===== src/rtl/ram72x4_pkg.sv =====
// Shared widths, sweep depth and FSM state encoding for the 72x4 RAM controller.
package ram72x4_pkg;

  localparam int unsigned DATA_W = 72;
  localparam int unsigned ADDR_W = 2;
  localparam int unsigned DEPTH  = 4;
  // One extra bit so the sweep counter can reach DEPTH and mark the end of init.
  localparam int unsigned CNT_W  = ADDR_W + 1;

  typedef enum logic [2:0] {
    INIT     = 3'd0,
    IDLE     = 3'd1,
    RD_ISSUE = 3'd2,
    RD_CAPT  = 3'd3,
    RSP      = 3'd4
  } state_t;

endpackage


===== src/rtl/ram72x4_ctrl.sv =====
// Initiator for the 72x4 DFF RAM: init sweep after reset, then valid/ready
// requests mapped onto active-low RAM strobes with a single-outstanding read.
module ram72x4_ctrl
  import ram72x4_pkg::*;
#(
  parameter logic [DATA_W-1:0] INIT_VALUE = '0
) (
  input  logic              clk,
  input  logic              rst_n,
  input  logic              req_valid,
  output logic              req_ready,
  input  logic              req_we,
  input  logic [ADDR_W-1:0] req_addr,
  input  logic [DATA_W-1:0] req_wdata,
  output logic              rsp_valid,
  input  logic              rsp_ready,
  output logic [DATA_W-1:0] rsp_rdata,
  output logic              init_done,
  output logic              ram_en_n,
  output logic              ram_wr_n,
  output logic [ADDR_W-1:0] ram_addr,
  output logic [DATA_W-1:0] ram_wdata,
  input  logic [DATA_W-1:0] ram_rdata
);

  state_t           state;
  logic [CNT_W-1:0] cnt;
  logic             req_hs_c;

  assign req_hs_c = req_valid && req_ready;

  // Strobes default to idle every cycle so each RAM access lasts exactly one cycle.
  always_ff @(posedge clk or negedge rst_n) begin
    if (!rst_n) begin
      state     <= INIT;
      cnt       <= '0;
      req_ready <= 1'b0;
      rsp_valid <= 1'b0;
      rsp_rdata <= '0;
      init_done <= 1'b0;
      ram_en_n  <= 1'b1;
      ram_wr_n  <= 1'b1;
      ram_addr  <= '0;
      ram_wdata <= '0;
    end else begin
      ram_en_n <= 1'b1;
      ram_wr_n <= 1'b1;
      case (state)
        INIT: begin
          if (cnt == CNT_W'(DEPTH)) begin
            state     <= IDLE;
            init_done <= 1'b1;
            req_ready <= 1'b1;
          end else begin
            ram_en_n  <= 1'b0;
            ram_wr_n  <= 1'b0;
            ram_addr  <= cnt[ADDR_W-1:0];
            ram_wdata <= INIT_VALUE;
            cnt       <= cnt + CNT_W'(1);
          end
        end
        IDLE: begin
          if (req_hs_c) begin
            ram_en_n <= 1'b0;
            ram_wr_n <= ~req_we;
            ram_addr <= req_addr;
            if (req_we) begin
              ram_wdata <= req_wdata;
            end else begin
              req_ready <= 1'b0;
              state     <= RD_ISSUE;
            end
          end
        end
        // RAM latches read data on this edge; capture happens one edge later.
        RD_ISSUE: state <= RD_CAPT;
        RD_CAPT: begin
          rsp_rdata <= ram_rdata;
          rsp_valid <= 1'b1;
          state     <= RSP;
        end
        RSP: begin
          if (rsp_ready) begin
            rsp_valid <= 1'b0;
            req_ready <= 1'b1;
            state     <= IDLE;
          end
        end
        default: state <= INIT;
      endcase
    end
  end

endmodule


===== config.mk =====
export PLATFORM = sky130hd
export DESIGN_NAME = ram72x4_ctrl
export DESIGN_NICKNAME = d
export VERILOG_FILES = /design/src/rtl/ram72x4_pkg.sv /design/src/rtl/ram72x4_ctrl.sv
export SDC_FILE = /design/constraint.sdc
export NUM_CORES = 1
export LEC_CHECK = 0
export CORE_ASPECT_RATIO = 0.5
export CORE_MARGIN = 2
export CORE_UTILIZATION = 42
export CTS_CLUSTER_DIAMETER = 40
export DETAILED_ROUTE_END_ITERATION = 7
export PLACE_DENSITY = 0.81
export REMOVE_ABC_BUFFERS = 1
export SETUP_SLACK_MARGIN = 0.02
export SYNTH_ARGS = -nofsm -noshare
export SYNTH_HDL_FRONTEND = slang
export SYNTH_SLANG_ARGS = --single-unit

===== constraint.sdc =====
create_clock -name clk -period 2.1 [get_ports clk]
set_input_delay 0.21 -clock clk [delete_from_list [all_inputs] [get_ports clk]]
set_output_delay 0.21 -clock clk [all_outputs]
set_load 0.1 [all_outputs]

---- Yosys cells after proc, flatten, opt, wreduce, memory -nomap -nowiden ----
Cells that the tools add are included.
Widths: inputs -> output; s select.
word-level totals
  memories ................................ 0
  bits in latches ......................... 0
  bits in writable memories ............... 0
  input bits .............................. 151
  word-level logic and storage cells ...... 60
  bits in registers ....................... 157
  bits in read-only memories .............. 0
cells by class
  divide/modulo/power cells ............... 0
  equality and inequality tests ........... 11
  bitwise gates (word level) .............. 2
  muxes and demuxes ....................... 24
  add/subtract/negate cells ............... 1
  shifts and indexed selects .............. 0
  reductions and logical operators ........ 12
  multiply operators ...................... 0
  magnitude comparators ................... 0
operators by type and width
  cell                 count
  $mux 72              3
  $pmux 72 s2          1
  $pmux 3 s5           1
  $mux 3               4
  $ne 2x2->1 const B   6
  $mux 1               8
  $reduce_and 4->1     2
  $eq 3x2->1 const B   2
  $eq 3x3->1 const B   2
  $pmux 1 s2           3
  $reduce_and 2->1     3
  $reduce_and 5->1     1
  $mux 2               2
  $pmux 2 s2           1
  $reduce_bool 2->1    2
  $add 3x1->3 const B  1
  $eq 3x1->1 const B   1
  $logic_not 3->1      1
  $pmux 1 s3           1
  $reduce_and 3->1     1
  $reduce_bool 3->1    1
  $not 1->1            2
  $logic_and 1x1->1    1

---- Depth between registers and ports, before layout ----
Gate-level depths: netlist (run 1).
  word-level depth ........................ 3
  gate-level depth with buffers ........... 7
  mapped depth without buffers ............ 5

---- Worst setup path after synthesis (run 1) ----
OpenSTA, ideal clock, no wires.
  path kind ............................... register to register
  start point ............................. register req_ready
  end point ............................... register ram_wdata[10]
  stages on the path, launching flop included .. 6
  setup slack ............................. -77 ps
  path buffers ............................ 2
  data required time ...................... 2021 ps
  arrival time ............................ 2098 ps
  library setup time ...................... 79 ps
  cell sequence ........................... dfrtp_1 nand3_2 a2111oi_4 buf_12 buf_12 mux2i_1
between the ends
  longest elaborated chain between the ends .. 3
RTL lines
  element                     RTL line            text
  start, declared             ram72x4_ctrl.sv:11  output logic req_ready,
  start signal, assigned      ram72x4_ctrl.sv:37  req_ready <= 1'b0;
  start signal, assigned      ram72x4_ctrl.sv:53  req_ready <= 1'b1;
  start signal, assigned      ram72x4_ctrl.sv:70  req_ready <= 1'b0;
  $logic_and 1x1->1           ram72x4_ctrl.sv:30  assign req_hs_c = req_valid && req_ready;
  $ne 2x2->1 (no line)        n/a
  $reduce_and 4->1 (no line)  n/a
  end signal, assigned        ram72x4_ctrl.sv:68  ram_wdata <= req_wdata;
  end, declared               ram72x4_ctrl.sv:22  output logic [DATA_W-1:0] ram_wdata,
Every way passes these cells.
A chain may end at the register's enable or synchronous reset.

---- Worst setup path in the final report (run 1) ----
  start point ............................. register cnt[0]
  end point ............................... register ram_wdata[69]
between the ends
  longest elaborated chain between the ends .. 3
RTL lines
  element                     RTL line            text
  start, declared             ram72x4_ctrl.sv:27  logic [CNT_W-1:0] cnt;
  start signal, assigned      ram72x4_ctrl.sv:59  cnt <= cnt + CNT_W'(1);
  $eq 3x3->1                  ram72x4_ctrl.sv:50  if (cnt == CNT_W'(DEPTH)) begin
  $ne 2x2->1 (no line)        n/a
  $reduce_and 4->1 (no line)  n/a
Every way passes these cells.

==> results of run 1 <==
==> through the flow <==
stage | hold slack, ns | setup WS [ns]
finish | 0.313 | 0.189
global route | 0.346 | 0.0693
CTS | 0.334 | 0.182
detailed placement | 0.198 | 0.0873
global placement | 0.187 | 0.168
floorplan | -0.0856 | -3.16
==> cells in the mapped netlist, types with 2 or more instances <==
cell	instances
inv_1	78
a21oi_1	2
ha_1	2
o21ai_1	2
mux2i_1	72
dfstp_2	2
dfrtp_1	155
buf_12	8
buf_2	2
mux2_1	74
nand3_1	2
nand3b_1	2
buf_6	9
nand2_1	76
buf_8	6
o22ai_1	2
==> logic make-up (layout without fill, tap and decap cells) <==
group / after synthesis / count (layout) / synth area share [%]
AO/OA/AOI/OAI: 16 / 16 / 2.04
XOR/XNOR: 1 / 1 / 0.130
adder cells (fa/ha/maj): 2 / 2 / 0.371
buffers and inverters: 105 / 429 / 9.88
flip-flops: 157 / 157 / 58.4
multiplexers: 146 / 146 / 23.1
AND/OR/NAND/NOR: 92 / 92 / 6.15
==> state kept, by name (all words and copies together) (netlist names) <==
register	count
init_done	1
rsp_rdata	72
ram_wdata	72
req_ready	1
state	3
rsp_valid	1
cnt	3
ram_wr_n	1
ram_addr	2
ram_en_n	1
==> critical path, cell delays in order (launching register included) <==
cell and delay [ns]:
dfrtp_1 0.35, inv_1 0.08, ha_1 0.28, and3b_1 0.24, a2111oi_4 0.26, buf_4 0.19
buf_12 0.20, mux2i_1 0.23
==> path summary, 6_finish.rpt <==
check | end | from | cells after the start | slack (ns)
min reg2reg | init_done | init_done | 1 | 0.47
max | ram_wdata[69] | cnt[0] | 7 | 0.19
max in group asynchronous | ram_wr_n | rst_n | 3 | 1.06
min in group clk | ram_wdata[59] | req_wdata[59] | 3 | 0.35
max reg2reg | ram_wdata[69] | cnt[0] | 7 | 0.19
min | ram_wdata[69] | rst_n | 2 | 0.31
==> final cells by class <==
type / instances / area [µm²] / area share [%]
repair buffers: 318 / 2870 / 28.4
well taps: 204 / 255 / 2.53
clock buffers: 19 / 443 / 4.39
flip-flops and latches: 157 / 3930 / 39.0
inverters: 79 / 297 / 2.94
multi-input cells: 257 / 2140 / 21.2
clock inverters: 13 / 154 / 1.53
==> per-layer routing <==
layer / GRT usage [%] / up-vias
li1: - / 2301
met1: 22.2 / 2452
met2: 36.8 / 142
met3: 3.50 / 28
met4: 7.00 / 0
met5: 0 / -
==> key figures, run 1 <==
Outcome
  • Status: finished clean

Critical path
  • Data arrival time of the worst path: 2.24 ns
  • Crit Path Category: reg2reg
  • Crit start category: flip-flop
  • Worst Setup End Kind: flip-flop
  • Maximum net fanout on the critical path: 26
  • CP required: 2.43 ns

Synth
  • Area contributors post-synth: dfrtp_1, mux2_1, mux2i_1, inv_1, nand2_1
  • Avg Synthesized Cell Area: 13.0 µm²
  • Post-synth EDFFs: 0
  • Netlist cell types: 41
  • Yosys top cell area share: 57.6%
  • Fraction of registers with async set/reset: 100%
  • Post-synthesis sequential area ratio: 58.4%
  • Post-synth top area cell: dfrtp_1
  • Ys Warns: 0
  • Synthesized area: 0.00674 mm²
  • Seq cells post-synth: 157
  • Cell count after synthesis: 519
  • Synth Flop Type: dfrtp_1

Placement
  • # port buffers: 301
  • Placer Congestion: 0.811
  • Placed cell area: 0.00948 mm²
  • DP HPWL: 12,500 µm
  • Placed Instances: 1,014

GRT
  • Tot GR Track Use: 19.4%
  • Largest net degree at the start of global routing: 58
  • First-pass GRT wire length: 26,000 µm
  • Vias in the first global route: 5,122
  • Gr ovfl total: 0
  • Initial antenna violation count: 0

Floorplanning
  • Initial Util: 43.4%
  • Row count: 32
  • Die Y: 93.6 µm
  • Die ar.: 0.0171 mm²
  • # IOs: 302
  • CORE AREA: 0.0155 mm²
  • Die W: 183 µm

CTS
  • CTS root buf: clkbuf_16
  • Post-CTS sizing: 0
  • Worst-Skew Late Latency: 0.41 ns
  • H-tree depth reported by CTS: 4
  • TritonCTS clock tree: done
  • Post-CTS setup buffer count: 0
  • CTS Hold Buffers Added: 1
  • Clock-pin slew on the worst setup and hold paths: 0.07 ns
  • CTS max path bufs: 2
  • CTS buffer count: 17
  • # clock sinks: 157

Timing
  • Post-route setup TNS: 0 ns
  • Tcrit/Tclk final: 91.0%
  • Final setup fails: 0
  • Worst slew margin: 50.3%
  • Min Tclk post-route: 1.91 ns
  • Final hold vios: 0
  • Final Skew: 0.0119 ns
  • Fmax: 523 MHz
  • Worst Tran Pin Value: 0.743 ns
  • Final-report max-slew violation count: 0
  • RSZ-0062 raised after global routing: false

Finish
  • Fin cells: 1,047
  • Most common cell after layout, fill and taps aside: buf_4
  • Final Core Density: 64.9%
  • P&R area growth vs syn: 49.7%
  • Layout Nets: 983
  • Commonest cells after routing, fill and taps aside: buf_4, dfrtp_1, clkdlybuf4s50_1
  • Antenna Cells: 0
  • Final Cell Area: 0.0101 mm²
  • Layout cells sized above 1: 24.6%
  • Fill count: 1,203

Detailed routing
  • Residual DRC count: 0
  • Met3 Routed Length: 680 µm
  • Met2 wire len: 9140 µm
  • Vias per std cell: 4.70
  • Drt total wl: 16,800 µm
  • Top layer in use: met4
  • DR iter-0 viols: 217
  • Post-route antenna net violation count: 0
  • M1 WL: 6640 µm
  • Post-DR wirelength/cell: 16.1 µm
  • Vias: 4,923
  • Pre-antenna DRT Iters: 5

Worst hold path
  • Worst min-delay path class: in2async

Job
  • MaxCap Viol Count: 0
Power of run 1 is not shown: default switching activity piles up to over one toggle a cycle in this logic, so the estimate is an artifact.
==> run 2: changes to the inputs <==
--- a/config.mk
+++ b/config.mk
@@ -7,10 +7,10 @@
 export LEC_CHECK = 0
 export CORE_ASPECT_RATIO = 0.5
 export CORE_MARGIN = 2
-export CORE_UTILIZATION = 42
+export CORE_UTILIZATION = 45
 export CTS_CLUSTER_DIAMETER = 40
 export DETAILED_ROUTE_END_ITERATION = 7
-export PLACE_DENSITY = 0.81
+export PLACE_DENSITY = 0.86
 export REMOVE_ABC_BUFFERS = 1
 export SETUP_SLACK_MARGIN = 0.02
 export SYNTH_ARGS = -nofsm -noshare
==> constraint.sdc (replaced) <==
create_clock -name clk -period 2.5 [get_ports clk]
set_input_delay 0.25 -clock clk [delete_from_list [all_inputs] [get_ports clk]]
set_output_delay 0.25 -clock clk [all_outputs]
set_load 0.1 [all_outputs]
==> key figures, run 2 (same netlist as run 1, synthesis figures left out) <==
Outcome
  • Status: finished clean (unchanged)

Critical path
  • Maximum net fanout on the critical path: 41 (was 26)
  • Crit path max-delay cell type: dfrtp_1 (unchanged)
  • R2R depth: 6 (was 7)
  • Reg2reg setup slack: 0.52 ns (was 0.19 ns)
  • Critical R2R Capture: ram_wdata[57] (was ram_wdata[69])
  • Cells along the critical path: inv_1 > ha_1 > and3b_1 > a2111oi_4 > buf_12 > mux2i_1 (was inv_1 > ha_1 > and3b_1 > a2111oi_4 > buf_4 > buf_12 > mux2i_1)
  • Data arrival time of the worst path: 2.30 ns (was 2.24 ns)
  • CP peak stage delay: 0.36 ns (was 0.35 ns)
  • Worst Setup End Kind: flip-flop (unchanged)
  • Worst r2r src: cnt[0] (unchanged)
  • Crit Path Category: reg2reg (unchanged)
  • CP required: 2.82 ns (was 2.43 ns)
  • Crit start category: flip-flop (unchanged)

CTS
  • Post-CTS setup buffer count: 0 (unchanged)
  • Worst-Skew Late Latency: 0.41 ns (about the same)
  • CTS max path bufs: 2 (unchanged)
  • Clock-pin slew on the worst setup and hold paths: 0.07 ns (about the same)
  • # clock sinks: 157 (unchanged)
  • TritonCTS clock tree: done (unchanged)
  • Post-CTS sizing: 0 (unchanged)
  • H-tree depth reported by CTS: 4 (unchanged)
  • CTS root buf: clkbuf_16 (unchanged)
  • CTS buffer count: 17 (unchanged)

Finish
  • Antenna Cells: 0 (unchanged)
  • Largest registers: ram_wdata: 72 flops, rsp_rdata: 72 flops (unchanged)
  • Layout Nets: 974 (was 983)
  • P&R area growth vs syn: 48.3% (was 49.7%)
  • Layout cells sized above 1: 23.9% (was 24.6%)
  • Most common cell after layout, fill and taps aside: dfrtp_1 (was buf_4)
  • Commonest cells after routing, fill and taps aside: dfrtp_1, buf_4, clkdlybuf4s50_1 (was buf_4, dfrtp_1, clkdlybuf4s50_1)

Worst hold path
  • Worst min-delay path class: in2reg (was in2async)
  • Hold endpoint: ram_wdata[24]
  • Hold Crit Start: req_wdata[24]
  • Hold path depth: 3

Detailed routing
  • Pre-antenna DRT Iters: 4 (was 5)
  • Post-route antenna net violation count: 0 (unchanged)
  • Drt total wl: 16,200 µm (was 16,800 µm)
  • Vias: 4,811 (was 4,923)
  • Residual DRC count: 0 (unchanged)
  • Vias per std cell: 4.66 (was 4.70)
  • Post-DR wirelength/cell: 15.7 µm (was 16.1 µm)
  • DR iter-0 viols: 174 (was 217)

Floorplanning
  • CORE AREA: 0.0145 mm² (was 0.0155 mm²)
  • Initial Util: 46.3% (was 43.4%)
  • Die Y: 90.5 µm (was 93.6 µm)
  • Die ar.: 0.0160 mm² (was 0.0171 mm²)
  • # IOs: 302 (unchanged)
  • Row count: 31 (was 32)
  • Die W: 177 µm (was 183 µm)

Placement
  • Placer Congestion: 0.774 (was 0.811)
  • Worst slack, placed: 0.381 ns (was 0.0873 ns)
  • DP HPWL: 11,900 µm (was 12,500 µm)
  • # port buffers: 301 (unchanged)

GRT
  • First-pass GRT wire length: 25,600 µm (was 26,000 µm)
  • Vias in the first global route: 5,055 (was 5,122)
  • Largest net degree at the start of global routing: 74 (was 58)
  • Tot GR Track Use: 20.4% (was 19.4%)
  • Gr ovfl total: 0 (unchanged)
  • Initial antenna violation count: 0 (unchanged)

Timing
  • Final Skew: 0.00997 ns (was 0.0119 ns)
  • Post-route setup slack: 0.516 ns (was 0.189 ns)
  • Final setup fails: 0 (unchanged)
  • Tcrit/Tclk final: 79.3% (was 91.0%)
  • Worst Tran Pin Value: 0.658 ns (was 0.743 ns)
  • Final-report max-slew violation count: 0 (unchanged)
  • Worst slew margin: 56.1% (was 50.3%)
  • Fmax: 504 MHz (was 523 MHz)
  • RSZ-0062 raised after global routing: false (unchanged)
  • Final hold vios: 0 (unchanged)
  • Min Tclk post-route: 1.98 ns (was 1.91 ns)

Job
  • MaxCap Viol Count: 0 (unchanged)
-- run 2: cell count changes in the layout (fill, tap and decap cells not counted) --
cell        delta
inv_6          +2
clkbuf_8       -1
inv_8          +1
clkbuf_1       -1
buf_12         -2
clkinvlp_4     +1
clkinv_4       -2
buf_4          -7
-- run 2: what timing repair did --
item / CTS / global route
hold buffers: 1 / 0
hold endpoints to repair: 65 / 0
setup endpoints to repair: 0 / 0
-- run 2: stage by stage --
stage          utilization (%)  setup TNS, ns  instances  hold WS [ns]  instance area (µm²)
4_1_cts                   68.7              0       1032         0.368                 9990
6_report                  68.7              0       1032         0.385                 9990
2_1_floorplan                -        -201.58        493       -0.0456                 6370
3_3_place_gp              64.5              0        999         0.299                 9380
3_5_place_dp              64.5              0        999         0.313                 9380
5_1_grt                   68.7              0       1032         0.379                 9990
-- run 2: worst max-delay path: cells and delay by family (launching register included) --
| family | cells | cell delay, ns |
|---|---|---|
| AO/OA/AOI/OAI | 1 | 0.36 |
| buffers and inverters | 2 | 0.42 |
| AND/OR/NAND/NOR | 1 | 0.24 |
| multiplexers | 1 | 0.24 |
| adder cells (fa/ha/maj) | 1 | 0.27 |
| flip-flops | 1 | 0.36 |
-- run 2: area by class of cell --
type | instances | area (µm²)
inverters | 79 | 297
repair buffers | 309 | 2770
flip-flops and latches | 157 | 3930
multi-input cells | 257 | 2140
clock buffers | 17 | 425
well taps | 198 | 248
clock inverters | 15 | 173
fillers | 1088 | 4560
-- run 2: how the worst max path moves through the flow --
stage	startpoint	to	slack (ns)	cells after the start
after detailed placement	req_valid	ram_wdata[55]	0.38	5
after floorplan	req_ready	ram_wdata[0]	-2.76	3
after global placement	req_valid	ram_wdata[15]	0.42	5
after global routing	cnt[0]	ram_wdata[14]	0.38	6
final	cnt[0]	ram_wdata[57]	0.52	6
after CTS	cnt[0]	ram_wdata[14]	0.51	6
-- run 2: metal layers --
| metal | global-route usage, % | vias to the layer above | routed length [µm] |
|---|---|---|---|
| li1 | - | 2276 | - |
| met1 | 24.5 | 2366 | 6720 |
| met2 | 36.2 | 142 | 8310 |
| met3 | 3.87 | 27 | 798 |
| met4 | 8.13 | 0 | 383 |
| met5 | 0 | - | 0 |
Power of run 2 is left out for the same reason.
